<file path="src/rtl/candle_pkg.sv">
// Shared types and default sizing for the candle array controller.
// The optional burn timeout is enabled with the CANDLE_BURN_TIMEOUT_EN macro.
package candle_pkg;

  localparam int DEF_N_CANDLES   = 8;
  localparam int DEF_DELTA_W     = 4;
  localparam int DEF_BURN_CYCLES = 1000000;

  typedef enum logic [1:0] {
    IDLE = 2'd0,
    MOVE = 2'd1,
    ACT  = 2'd2
  } ctrl_state_t;

endpackage

</file>
<file path="src/rtl/candle_array_ctrl_if.sv">
// Step/blow request bus and candle status outputs of candle_array_ctrl.
// The master modport is the requester; the slave modport is the controller.
interface candle_array_ctrl_if
  import candle_pkg::*;
#(
  parameter int N_CANDLES = DEF_N_CANDLES,
  parameter int DELTA_W   = DEF_DELTA_W
);

  localparam int POS_W = $clog2(N_CANDLES);
  localparam int LIT_W = $clog2(N_CANDLES + 1);

  logic               step;
  logic [DELTA_W-1:0] delta;
  logic               blow;
  logic               ready;
  logic [POS_W-1:0]   position;
  logic [N_CANDLES-1:0] candle_state;
  logic [LIT_W-1:0]   lit_count;

  modport master (
    output step, delta, blow,
    input  ready, position, candle_state, lit_count
  );

  modport slave (
    input  step, delta, blow,
    output ready, position, candle_state, lit_count
  );

endinterface

</file>
<file path="src/rtl/candle_burn_timer.sv">
// Per-candle burn countdown: load starts BURN_CYCLES, expire pulses on the last cycle.
// Only instantiated when CANDLE_BURN_TIMEOUT_EN is defined.
module candle_burn_timer #(
  parameter int BURN_CYCLES = 1000000
) (
  input  logic sys_clk,
  input  logic clr_async,
  input  logic load,
  input  logic clear,
  output logic expire
);

  localparam int CNT_W = $clog2(BURN_CYCLES + 1);

  logic [CNT_W-1:0] count_q;
  logic [CNT_W-1:0] count_d;

  // clear wins over load so blow/extinguish can never leave a timer armed
  always_comb begin
    count_d = count_q;
    if (clear) begin
      count_d = '0;
    end else if (load) begin
      count_d = CNT_W'(BURN_CYCLES);
    end else if (count_q != '0) begin
      count_d = count_q - CNT_W'(1);
    end
  end

  always_ff @(posedge sys_clk or posedge clr_async) begin
    if (clr_async) begin
      count_q <= '0;
    end else begin
      count_q <= count_d;
    end
  end

  assign expire = (count_q == CNT_W'(1));

endmodule

</file>
<file path="src/rtl/candle_array_ctrl.sv">
// Igniter walking a ring of candles: step moves by delta, then toggles the candle there.
// Define CANDLE_BURN_TIMEOUT_EN to auto-extinguish candles after BURN_CYCLES cycles.
module candle_array_ctrl
  import candle_pkg::*;
#(
  parameter int N_CANDLES   = DEF_N_CANDLES,
  parameter int DELTA_W     = DEF_DELTA_W,
  parameter int BURN_CYCLES = DEF_BURN_CYCLES
) (
  input  logic                 sys_clk,
  input  logic                 clr_async,
  candle_array_ctrl_if.slave   bus
);

  localparam int POS_W = $clog2(N_CANDLES);
  localparam int LIT_W = $clog2(N_CANDLES + 1);
  localparam int SUM_W = ((DELTA_W > POS_W) ? DELTA_W : POS_W) + 1;
  localparam logic [SUM_W-1:0] N_SUM = SUM_W'(N_CANDLES);

  ctrl_state_t          state_q, state_d;
  logic [DELTA_W-1:0]   delta_q, delta_d;
  logic [POS_W-1:0]     position_q, position_d;
  logic [N_CANDLES-1:0] candle_q, candle_d;

  logic                 act_fire;
  logic [SUM_W-1:0]     pos_sum;
  logic [POS_W-1:0]     pos_wrapped;
  logic [N_CANDLES-1:0] act_mask;
  logic [N_CANDLES-1:0] expire;
  logic [LIT_W-1:0]     lit_sum;

  // Full-width sum then a constant-divisor modulo keeps wrap exact for any N and delta
  assign pos_sum     = SUM_W'(position_q) + SUM_W'(delta_q);
  assign pos_wrapped = POS_W'(pos_sum % N_SUM);

  always_comb begin
    state_d    = state_q;
    delta_d    = delta_q;
    position_d = position_q;
    act_fire   = 1'b0;
    case (state_q)
      IDLE: begin
        if (bus.step) begin
          delta_d = bus.delta;
          state_d = MOVE;
        end
      end
      MOVE: begin
        position_d = pos_wrapped;
        state_d    = ACT;
      end
      ACT: begin
        act_fire = 1'b1;
        state_d  = IDLE;
      end
      default: state_d = IDLE;
    endcase
  end

  generate
    for (genvar gi = 0; gi < N_CANDLES; gi++) begin : g_act
      assign act_mask[gi] = act_fire && (position_q == POS_W'(gi));
    end
  endgenerate

  // Expiry clears first, then ACT toggles, then blow overrides everything
  always_comb begin
    candle_d = (candle_q & ~expire) ^ act_mask;
    candle_d = candle_d & ~(act_mask & candle_q);
    if (bus.blow) begin
      candle_d = '0;
    end
  end

`ifdef CANDLE_BURN_TIMEOUT_EN
  logic [N_CANDLES-1:0] tmr_load;
  logic [N_CANDLES-1:0] tmr_clear;

  generate
    for (genvar gi = 0; gi < N_CANDLES; gi++) begin : g_timer
      assign tmr_load[gi]  = act_mask[gi] && !candle_q[gi] && !bus.blow;
      assign tmr_clear[gi] = bus.blow || (act_mask[gi] && candle_q[gi]);

      candle_burn_timer #(
        .BURN_CYCLES (BURN_CYCLES)
      ) u_timer (
        .sys_clk   (sys_clk),
        .clr_async (clr_async),
        .load      (tmr_load[gi]),
        .clear     (tmr_clear[gi]),
        .expire    (expire[gi])
      );
    end
  endgenerate
`else
  assign expire = '0;
`endif

  always_ff @(posedge sys_clk or posedge clr_async) begin
    if (clr_async) begin
      state_q    <= IDLE;
      delta_q    <= '0;
      position_q <= '0;
      candle_q   <= '0;
    end else begin
      state_q    <= state_d;
      delta_q    <= delta_d;
      position_q <= position_d;
      candle_q   <= candle_d;
    end
  end

  always_comb begin
    lit_sum = '0;
    for (int i = 0; i < N_CANDLES; i++) begin
      lit_sum = lit_sum + LIT_W'(candle_q[i]);
    end
  end

  assign bus.ready        = (state_q == IDLE);
  assign bus.position     = position_q;
  assign bus.candle_state = candle_q;
  assign bus.lit_count    = lit_sum;

endmodule

</file>
<file path="src/flat_wrapper.sv">
// flat-port wrapper written by rule: the top's interface ports become plain ports
module candle_array_ctrl_flat import candle_pkg::*;
#(
  parameter int N_CANDLES   = DEF_N_CANDLES,
  parameter int DELTA_W     = DEF_DELTA_W,
  parameter int BURN_CYCLES = DEF_BURN_CYCLES
)
  (sys_clk, clr_async, bus_step, bus_delta, bus_blow, bus_ready, bus_position, bus_candle_state, bus_lit_count);
  candle_array_ctrl_if #(.N_CANDLES(N_CANDLES), .DELTA_W(DELTA_W)) bus_i ();
  input  logic sys_clk;
  input  logic clr_async;
  input wire logic [$bits(bus_i.step)-1:0] bus_step;
  input wire logic [$bits(bus_i.delta)-1:0] bus_delta;
  input wire logic [$bits(bus_i.blow)-1:0] bus_blow;
  output wire logic [$bits(bus_i.ready)-1:0] bus_ready;
  output wire logic [$bits(bus_i.position)-1:0] bus_position;
  output wire logic [$bits(bus_i.candle_state)-1:0] bus_candle_state;
  output wire logic [$bits(bus_i.lit_count)-1:0] bus_lit_count;
  assign bus_i.step = bus_step;
  assign bus_i.delta = bus_delta;
  assign bus_i.blow = bus_blow;
  assign bus_ready = bus_i.ready;
  assign bus_position = bus_i.position;
  assign bus_candle_state = bus_i.candle_state;
  assign bus_lit_count = bus_i.lit_count;
  candle_array_ctrl #(.N_CANDLES(N_CANDLES), .DELTA_W(DELTA_W), .BURN_CYCLES(BURN_CYCLES)) u_core (.sys_clk(sys_clk), .clr_async(clr_async), .bus(bus_i));
endmodule
</file>
<file path="config.mk">
export PLATFORM = sky130hd
export DESIGN_NAME = candle_array_ctrl_flat
export DESIGN_NICKNAME = d
export VERILOG_FILES = /design/src/rtl/candle_pkg.sv /design/src/rtl/candle_array_ctrl_if.sv /design/src/rtl/candle_burn_timer.sv /design/src/rtl/candle_array_ctrl.sv /design/src/flat_wrapper.sv
export SDC_FILE = /design/constraint.sdc
export NUM_CORES = 1
export LEC_CHECK = 0
export BUFFER_PORTS_ARGS = -buffer_cell sky130_fd_sc_hd__buf_2
export CORE_MARGIN = 3
export CORE_UTILIZATION = 45
export CTS_CLUSTER_DIAMETER = 150
export DETAILED_ROUTE_END_ITERATION = 12
export PLACE_DENSITY = 0.71
export SYNTH_ARGS = -nofsm -noshare
export SYNTH_HDL_FRONTEND = slang
export SYNTH_SLANG_ARGS = --single-unit
</file>
<file path="constraint.sdc">
create_clock -name sys_clk -period 8.8 [get_ports sys_clk]
set_clock_uncertainty 0.15 [all_clocks]
set_input_delay 0.44 -clock sys_clk [delete_from_list [all_inputs] [get_ports sys_clk]]
set_output_delay 0.44 -clock sys_clk [all_outputs]
set_load 0.1 [all_outputs]
</file>
[Word-level counts from Yosys, hierarchy flattened]
Cells that the tools add are included.
Word-level totals
  memories kept: 0
  word-level logic and storage cells: 41
  bits in latches: 0
  register bits after elaboration: 16
  ROM bits: 0
  input bits: 8
  RAM bits: 0
  output and inout bits: 16
Operators by class
  shifts and indexed selects: 0
  reductions and logical operators: 11
  $add $sub $neg: 8
  div/mod/pow operators: 0
  multiply operators: 0
  eq/ne operators: 10
  bitwise operators: 4
  multiplexer cells: 4
  $lt $le $gt $ge: 0
Operators by type and width (count)
  $add 4x1->4: 6
  $and 8x8->8: 2
  $eq 3x3->1 const B: 4
  $logic_and 1x1->1: 8
  $mux 8: 1
  $not 8->8: 1
  $xor 8x8->8: 1
  $eq 3x2->1 const B: 2
  $pmux 2 s2: 1
  $add 3x3->3: 1
  $eq 3x1->1 const B: 1
  $logic_not 3->1: 1
  $add 1x1->2: 1
  $eq 2x1->1 const B: 1
  $eq 2x2->1 const B: 1
  $logic_not 2->1: 1
  $mux 2: 1
  $ne 2x2->1 const B: 1
  $reduce_and 2->1: 1
  $mux 1: 1

[Depth between registers and ports, before layout]
Gate-level depths: netlist of the first run.
  depth after elaboration: 7
  gate-level depth with buffers: 8
  mapped depth without buffers: 8

[Least setup slack after synthesis of the first run]
No wires, ideal clock.
  kind: reg2out
  from: register u_core.candle_q[1] (netlist: u_core.bus.candle_state[1])
  to: output port bus_lit_count[2]
  setup slack: 3.627 ns
  data required time: 8.210 ns
  buffers on the path: 0
  stages on the path, launching flop included: 8
  data arrival time: 4.583 ns
  cells stage by stage: dfrtp_1 > ha_1 > inv_1 > fa_1 > fa_1 > fa_1 > fa_1 > xnor2_1
Between the ends
  word-level cells in the longest chain between the ends: 7
RTL lines
  start: declaration: RTL line candle_array_ctrl.sv:23  | logic [N_CANDLES-1:0] candle_q, candle_d;
  start signal: assignment: RTL line candle_array_ctrl.sv:109  | candle_q <= candle_d;
  $add 1x1->2: RTL line candle_array_ctrl.sv:116  | lit_sum = lit_sum + LIT_W'(candle_q[i]);
  $add 4x1->4 (6 in a row): RTL line candle_array_ctrl.sv:116
  end: declaration: RTL line flat_wrapper.sv:18  | output wire logic [$bits(bus_i.lit_count)-1:0] bus_lit_count;
No other way between the ends.

[Worst setup path in the final report of the first run]
Same ends and word-level chain as after synthesis.

==> impl_summary.log, run 1 <==
INFO  metric setup.reg_to_reg.worst_slack = 7.00 ns
INFO  metric postLayoutSetupSlackWorst = roughly 4.8 ns
INFO  metric critical_path_required = 8.21 ns
INFO  metric worst_setup_path_end_kind = output port
INFO  metric replace_congestion = 0.745
INFO  metric ys_seq_elements = 16
INFO  metric worst_ep_arrival_time = ~3.4 ns
INFO  metric finalCriticalPeriod = 3.99 ns
INFO  metric crit-reg2reg-launch = u_core.bus.position[0]
INFO  metric worst_setup_path_start_kind = register
INFO  metric drt_drc = 0
INFO  metric grt_pass1_wl = 3080 µm
INFO  metric synth_async_sr_flop_share = 100%
INFO  metric fraction_of_layout_instances_using_a_drive_strength_above_1 = 26.8%
INFO  metric die-area = 0.00261 mm²
INFO  metric die-width = approximately 50 µm
INFO  metric row_count = 15
INFO  metric clock_latency = 0.28 ns
INFO  metric area.growth.synth_to_final = 17.6%
INFO  metric postCtsSetupRepairBufs = 0
INFO  metric count_of_h_tree_levels_built_during_cts = 1
INFO  metric detail_route.iter0.violations = 16
INFO  metric synthesis.instances = 90
INFO  metric r2r_cells = 6
INFO  metric synth.top_cell.area_share = 43.8%
INFO  metric cts.hold.buffers_added = 0
INFO  metric min_period_over_period = approximately 45%
INFO  metric leakage_power_figure = 0.000532 µW
INFO  metric post_drt_wl_per_cell = 12.7 µm
INFO  metric viasPerCell = 5.03
INFO  metric nNetsFinal = 130
INFO  metric hold_viol = 0
INFO  metric drt_pass1_iterations = 4
INFO  metric critPathMaxFanout = 4
INFO  metric timing.setup.tns = 0 ns
INFO  metric synthDominantAreaCellType = dfrtp_1
INFO  metric power_per_cell_area = between 300 and 400 mW/mm²
INFO  metric dominantRegCellSynth = dfrtp_1
INFO  metric total_number_of_vias = 689
INFO  metric cts_sinks = 16
INFO  metric clock_buffer_count_from_cts = 3
INFO  metric drv_slew = 0
INFO  metric worst-setup-path-type = register to output port
INFO  metric dpl.hpwl = 1340 µm
INFO  metric globalRouteTotalUtil = 16.0%
INFO  metric pre_cts_slack = 5.13 ns
INFO  metric grt_overflow_total = 0
INFO  metric regToRegEndpoint = u_core.bus.position[2]
INFO  metric antenna-diode-count = 0
INFO  metric slew_headroom = 60.8%
INFO  metric grt_antenna_before_repair = 0
INFO  metric worst_setup_path_startpoint = u_core.bus.candle_state[1]
INFO  metric port-buffer-count = 22
INFO  metric initial_core_util = 50.2%
INFO  metric max_freq = approximately 0.25 GHz
INFO  metric grt_max_degree = 17
INFO  metric root_buffer = clkbuf_4
INFO  metric layout_common_cells = buf_2 (22), inv_1 (17), dfrtp_1 (16), a21oi_1 (8), o21ai_0 (7)
INFO  metric finalSetupViolations = 0
INFO  metric synth.cell_area = 915 µm²
INFO  metric leading_cell_types_by_total_area_after_synthesis = dfrtp_1 (44%), fa_1 (11%), inv_1 (7.0%)
INFO  metric cap_viol_max_count = 0
INFO  metric mostFrequentLayoutCell = buf_2
INFO  metric grt_pass1_vias = 692
INFO  metric worstHoldPathType = input port to asynchronous set/reset pin
INFO  metric synth_fp_nets = 107
INFO  metric dieHeight = about 50 µm
INFO  metric ir_worst_vdd = ~0.18 mV
INFO  metric outcome = finished, final reports clean
INFO  metric unrepaired_setup_endpoints_after_global_routing = no
INFO  metric drtAntennaViolNets = 0
INFO  metric totalWireLength = ~1700 µm
INFO  metric cts_resized = 0
INFO  metric synth.yosys.seq_area_share = 43.8%
INFO  metric synth_enable_flop_cells = 0
INFO  metric cts.reportedPaths.clkPinSlew = 0.09 ns
INFO  metric cts_tree = done
INFO  metric average_cell_area_after_synthesis = about 10 µm²
INFO  metric ys_types = 23
INFO  metric cts_max_path_buffers = 2
INFO  metric ys_warn_count = 0
INFO  metric worst-slew-pin-transition = roughly 0.59 ns
INFO  metric top_level_ports = 24
INFO  metric coreArea = 0.00182 mm²
-- state kept, by name (all words and copies together) (netlist names) --
register,flops
u_core.delta_q,3
u_core.state_q,2
u_core.bus.position,3
u_core.bus.candle_state,8
-- kinds of logic after synthesis --
group	synth area share, %
AO/OA/AOI/OAI	10.7
flip-flops	43.8
adder cells (fa/ha/maj)	16.4
buffers and inverters	8.75
AND/OR/NAND/NOR	12.6
XOR/XNOR	2.87
multiplexers	4.92
-- worst max-delay path, cell delays in order (launching register included) --
cell	delay, ns
dfrtp_1	0.43
ha_1	0.28
inv_1	0.04
fa_1	0.50
fa_1	0.43
fa_1	0.44
fa_1	0.42
xnor2_1	0.13
buf_2	0.43
-- cell type report --
class,count,area [µm²]
Fill cell,163,744
Multi-Input combinational cell,53,434
Sequential cell,16,400
Timing Repair Buffer,22,110
Inverter,17,63.8
Clock buffer,4,36.3
Tap cell,25,31.3
-- cell usage after synthesis, types with 2 or more instances --
cell	number
nand2b_1	3
nand2_1	2
or3_1	6
nor2_1	2
fa_1	5
a21oi_1	8
dfrtp_1	16
o31ai_1	2
o21ai_0	7
xor2_1	2
or4_1	2
inv_1	17
ha_1	4
clkbuf_1	2
mux2_2	4
-- power by group --
group | switching, µW | total (µW) | internal [µW] | leakage (µW)
registers | 19.5 | 107 | 87.9 | 0.000208
logic | 135 | 169 | 33.9 | 0.000303
clock network | 22.7 | 47.8 | 25.2 | 0.0000210
-- worst max path at each step --
| stage | endpoint |
|---|---|
| final | bus_lit_count[2] |
| after global routing | bus_lit_count[2] |
| after CTS | bus_lit_count[2] |
| after detailed placement | bus_lit_count[2] |
| after global placement | bus_lit_count[2] |
| after floorplan | bus_lit_count[2] |
-- per-layer routing --
| metal | vias to the layer above | global-route usage, % | wire (µm) |
|---|---|---|---|
| li1 | 336 | - | - |
| met5 | - | 0 | 0 |
| met3 | 4 | 5.54 | 101 |
| met4 | 0 | 5.38 | 25 |
| met1 | 330 | 20.6 | 790 |
| met2 | 19 | 25.1 | 823 |
-- metrics by stage --
step           hold WS, ns  util (%)  cells  area [µm²]  power (µW)
2_1_floorplan        0.204         -     90         915         251
3_3_place_gp         0.344      57.1    133        1040         274
3_5_place_dp         0.348      57.1    133        1040         279
4_1_cts             0.0653      59.1    137        1080         327
5_1_grt             0.0813      59.1    137        1080         346
6_report            0.0482      59.1    137        1080         324
Note: power is estimated with default switching activity, not from simulation.
==> run 2: changes to the inputs <==
--- a/config.mk
+++ b/config.mk
@@ -5,12 +5,13 @@
 export SDC_FILE = /design/constraint.sdc
 export NUM_CORES = 1
 export LEC_CHECK = 0
+export ABC_AREA = 1
 export BUFFER_PORTS_ARGS = -buffer_cell sky130_fd_sc_hd__buf_2
 export CORE_MARGIN = 3
 export CORE_UTILIZATION = 45
 export CTS_CLUSTER_DIAMETER = 150
 export DETAILED_ROUTE_END_ITERATION = 12
-export PLACE_DENSITY = 0.71
+export PLACE_DENSITY = 0.73
 export SYNTH_ARGS = -nofsm -noshare
 export SYNTH_HDL_FRONTEND = slang
 export SYNTH_SLANG_ARGS = --single-unit
==> constraint.sdc (replaced) <==
create_clock -name sys_clk -period 3.5 [get_ports sys_clk]
set_clock_uncertainty 0.15 [all_clocks]
set_input_delay 0.175 -clock sys_clk [delete_from_list [all_inputs] [get_ports sys_clk]]
set_output_delay 0.175 -clock sys_clk [all_outputs]
set_load 0.1 [all_outputs]
==> impl_summary.log, run 2 <==
INFO  metric drv_slew = 0 (unchanged)
INFO  metric total_number_of_vias = 817 (was 689)
INFO  metric die-width = 51.6 µm (was 51.1 µm)
INFO  metric finalSetupViolations = 1 (was 0)
INFO  metric comb_power_share = 54.6% (was 52.1%)
INFO  metric final.fill_count = 166 (was 163)
INFO  metric hold_slack = 0.0521 ns (was 0.0482 ns)
INFO  metric ys_warn_count = 0 (unchanged)
INFO  metric nNetsFinal = 168 (was 130)
INFO  metric totalWireLength = 1850 µm (was 1740 µm)
INFO  metric min-delay-start = bus_step
INFO  metric worst_setup_path_start_kind = register (unchanged)
INFO  metric drt_drc = 0 (unchanged)
INFO  metric cap_viol_max_count = 0 (unchanged)
INFO  metric viasPerCell = 4.67 (was 5.03)
INFO  metric synth.cell_area = 936 µm² (was 915 µm²)
INFO  metric leading_cell_types_by_total_area_after_synthesis = dfrtp_1 (43%), nand2_1 (11%), fa_1 (11%) (was dfrtp_1 (44%), fa_1 (11%), inv_1 (7.0%))
INFO  metric grt_antenna_before_repair = 0 (unchanged)
INFO  metric synth.top_cell.area_share = 42.8% (was 43.8%)
INFO  metric grt_max_degree = 17 (unchanged)
INFO  metric coreArea = 0.00184 mm² (was 0.00182 mm²)
INFO  metric yosys-top-cells-count = nand2_1 (28), inv_1 (26), nor2_1 (18), dfrtp_1 (16), nand3_1 (6) (was inv_1 (17), dfrtp_1 (16), a21oi_1 (8), o21ai_0 (7), or3_1 (6))
INFO  metric cts_max_path_buffers = 2 (unchanged)
INFO  metric grt_pass1_wl = 3130 µm (was 3080 µm)
INFO  metric leakage_power_figure = 0.000661 µW (was 0.000532 µW)
INFO  metric crit-reg2reg-launch = u_core.state_q[1] (was u_core.bus.position[0])
INFO  metric seq_power_share = 30.8% (was 33.1%)
INFO  metric power.internal = 377 µW (was 147 µW)
INFO  metric clock_buffer_count_from_cts = 3 (unchanged)
INFO  metric top_count_cell_post_synth = nand2_1 (was inv_1)
INFO  metric worstHoldPathType = input port to register (was input port to asynchronous set/reset pin)
INFO  metric hold_viol = 0 (unchanged)
INFO  metric initial_core_util = 50.9% (was 50.2%)
INFO  metric die-area = 0.00266 mm² (was 0.00261 mm²)
INFO  metric worst_setup_path_end_kind = output port (unchanged)
INFO  metric r2r_cells = 6 (unchanged)
INFO  metric max_freq = 0.283 GHz
INFO  metric mostFrequentLayoutCell = nand2_1 (was buf_2)
INFO  metric root_buffer = clkbuf_4 (unchanged)
INFO  metric register_area = 410 µm² (was 400 µm²)
INFO  metric cts_sinks = 16 (unchanged)
INFO  metric dp_cells = 163 (was 133)
INFO  metric worst-setup-path-type = register to output port (unchanged)
INFO  metric globalRouteTotalUtil = 15.7% (was 16.0%)
INFO  metric dpl.hpwl = 1440 µm (was 1340 µm)
INFO  metric synth_enable_flop_cells = 0 (unchanged)
INFO  metric dieHeight = 51.6 µm (was 51.1 µm)
INFO  metric postLayoutSetupSlackWorst = -0.0280 ns (was 4.81 ns)
INFO  metric worst_ep_arrival_time = 3.20 ns (was 3.40 ns)
INFO  metric netSwitchingFraction = 55.1% (was 54.7%)
INFO  metric worst-slew-pin-transition = 0.610 ns (was 0.587 ns)
INFO  metric dominantRegCellSynth = dfrtp_1 (unchanged)
INFO  metric post_drt_wl_per_cell = 10.6 µm (was 12.7 µm)
INFO  metric critical_path_required = 3.17 ns (was 8.21 ns)
INFO  metric antenna-diode-count = 0 (unchanged)
INFO  metric detail_route.iter0.violations = 14 (was 16)
INFO  metric drt_pass1_iterations = 4 (unchanged)
INFO  metric multi_input_area = 478 µm² (was 434 µm²)
INFO  metric layout_common_cells = nand2_1 (28), inv_1 (24), buf_2 (19), nor2_1 (18), dfrtp_1 (12) (was buf_2 (22), inv_1 (17), dfrtp_1 (16), a21oi_1 (8), o21ai_0 (7))
INFO  metric synthDominantAreaCellType = dfrtp_1 (unchanged)
INFO  metric total_switching_power = 463 µW (was 177 µW)
INFO  metric grt_pass1_vias = 767 (was 692)
INFO  metric largest_reg_flops = 8 (unchanged)
INFO  metric area.growth.synth_to_final = 36.0% (was 17.6%)
INFO  metric power_per_cell_area = 660 mW/mm² (was 301 mW/mm²)
INFO  metric ys_types = 11 (was 23)
INFO  metric slew_headroom = 59.3% (was 60.8%)
INFO  metric row_count = 15 (unchanged)
INFO  metric worst_min_delay_path_endpoint = u_core.state_q[0]
INFO  metric cts.reportedPaths.clkPinSlew = 0.10 ns (was 0.09 ns)
INFO  metric synth.yosys.seq_area_share = 42.8% (was 43.8%)
INFO  metric top_level_ports = 24 (unchanged)
INFO  metric average_cell_area_after_synthesis = 8.07 µm² (was 10.2 µm²)
INFO  metric grt_overflow_total = 0 (unchanged)
INFO  metric finalCriticalPeriod = 3.53 ns
INFO  metric synthesis.instances = 116 (was 90)
INFO  metric drtAntennaViolNets = 0 (unchanged)
INFO  metric layout.cells.non_filler = 175 (was 137)
INFO  metric critPathMaxFanout = 2 (was 4)
INFO  metric replace_congestion = 0.748 (was 0.745)
INFO  metric failed_checks = setup timing
INFO  metric cts_tree = done (unchanged)
INFO  metric unrepaired_setup_endpoints_after_global_routing = yes (was no)
INFO  metric min_period_over_period = 101%
INFO  metric count_of_h_tree_levels_built_during_cts = 1 (unchanged)
INFO  metric clock_latency = 0.29 ns (was 0.28 ns)
INFO  metric synth_async_sr_flop_share = 100% (unchanged)
INFO  metric ir_worst_vdd = 0.400 mV (was 0.182 mV)
INFO  metric worstHoldPathCells = 3
INFO  metric outcome = complete, but fails checks (was finished, final reports clean)
INFO  metric setup.reg_to_reg.worst_slack = 1.83 ns (was 7.00 ns)
INFO  metric synth_fp_nets = 133 (was 107)
INFO  metric regToRegEndpoint = u_core.delta_q[0] (was u_core.bus.position[2])
INFO  metric ys_seq_elements = 16 (unchanged)
INFO  metric power_frac_clock = 14.6% (was 14.8%)
INFO  metric fraction_of_layout_instances_using_a_drive_strength_above_1 = 28.0% (was 26.8%)
INFO  metric port-buffer-count = 22 (unchanged)
[run 2: area by class of cell]
| cell class | count | area share [%] |
|---|---|---|
| timing repair buffer | 30 | 16.9 |
| inverter | 26 | 7.96 |
| sequential | 16 | 32.3 |
| tap | 25 | 2.46 |
| multi-input combinational | 74 | 37.6 |
| clock buffer | 4 | 2.85 |
[run 2: power by group through the flow]
stage | Clock [µW] | Combinational, µW | Sequential [µW]
floorplan | 0 | 205 | 429
global placement | 0 | 442 | 261
detailed placement | 0 | 449 | 262
CTS | 127 | 461 | 259
global route | 135 | 491 | 265
finish | 123 | 459 | 259
[run 2: worst max-delay path: stages (launching register included)]
cell and delay, ns:
dfrtp_4 0.50, ha_4 0.27, inv_2 0.03, fa_1 0.49
fa_1 0.43, fa_2 0.36, fa_2 0.56, clkinvlp_4 0.10
buf_12 0.17
[run 2: kinds of logic (layout without fill, tap and decap cells)]
| kind of cell | count (synthesis) | in the layout | synth area share (%) |
|---|---|---|---|
| AND/OR/NAND/NOR | 54 | 54 | 24.1 |
| AO/OA/AOI/OAI | 9 | 9 | 4.81 |
| adder cells (fa/ha/maj) | 9 | 9 | 16.0 |
| buffers and inverters | 26 | 60 | 10.4 |
| flip-flops | 16 | 16 | 42.8 |
| XOR/XNOR | 2 | 2 | 1.87 |
[run 2: worst max path at each step]
stage | cells past startpoint | from | to | slack (ns)
after floorplan | 7 | u_core.bus.candle_state[1] | bus_lit_count[2] | -0.07
after detailed placement | 8 | u_core.bus.candle_state[0] | bus_lit_count[1] | 0.27
after CTS | 8 | u_core.bus.candle_state[0] | bus_lit_count[1] | -0.04
after global placement | 8 | u_core.bus.candle_state[0] | bus_lit_count[1] | 0.28
final | 8 | u_core.bus.candle_state[0] | bus_lit_count[1] | -0.03
after global routing | 8 | u_core.bus.candle_state[0] | bus_lit_count[1] | -0.15
[run 2: routing by layer]
layer	vias to the layer above	share of wire [%]	GRT usage, %
met2	18	47	26.9
met5	-	0	0
met3	2	6.3	5.16
met1	383	47	19.6
met4	0	0.22	2.62
li1	414	-	-
[run 2: repair_timing]
item,in CTS,in global routing
buffers inserted,3,0
gates cloned,0,0
pin swaps,1,0
gates resized for setup,0,1
endpoints found under the hold margin,19,0
hold buffers,5,0
endpoints found under the setup margin,2,3
[run 2: through the flow]
stage / setup slack (ns) / utilization, % / power [µW] / area (µm²) / TNS (ns)
floorplan: -0.0672 / - / 634 / 990 / -0.0860
global placement: 0.275 / 63.1 / 703 / 1160 / 0
global route: -0.148 / 69.2 / 891 / 1270 / -0.249
finish: -0.0280 / 69.2 / 840 / 1270 / -0.0280
CTS: -0.0399 / 69.0 / 846 / 1270 / -0.0399
detailed placement: 0.266 / 63.1 / 712 / 1160 / 0
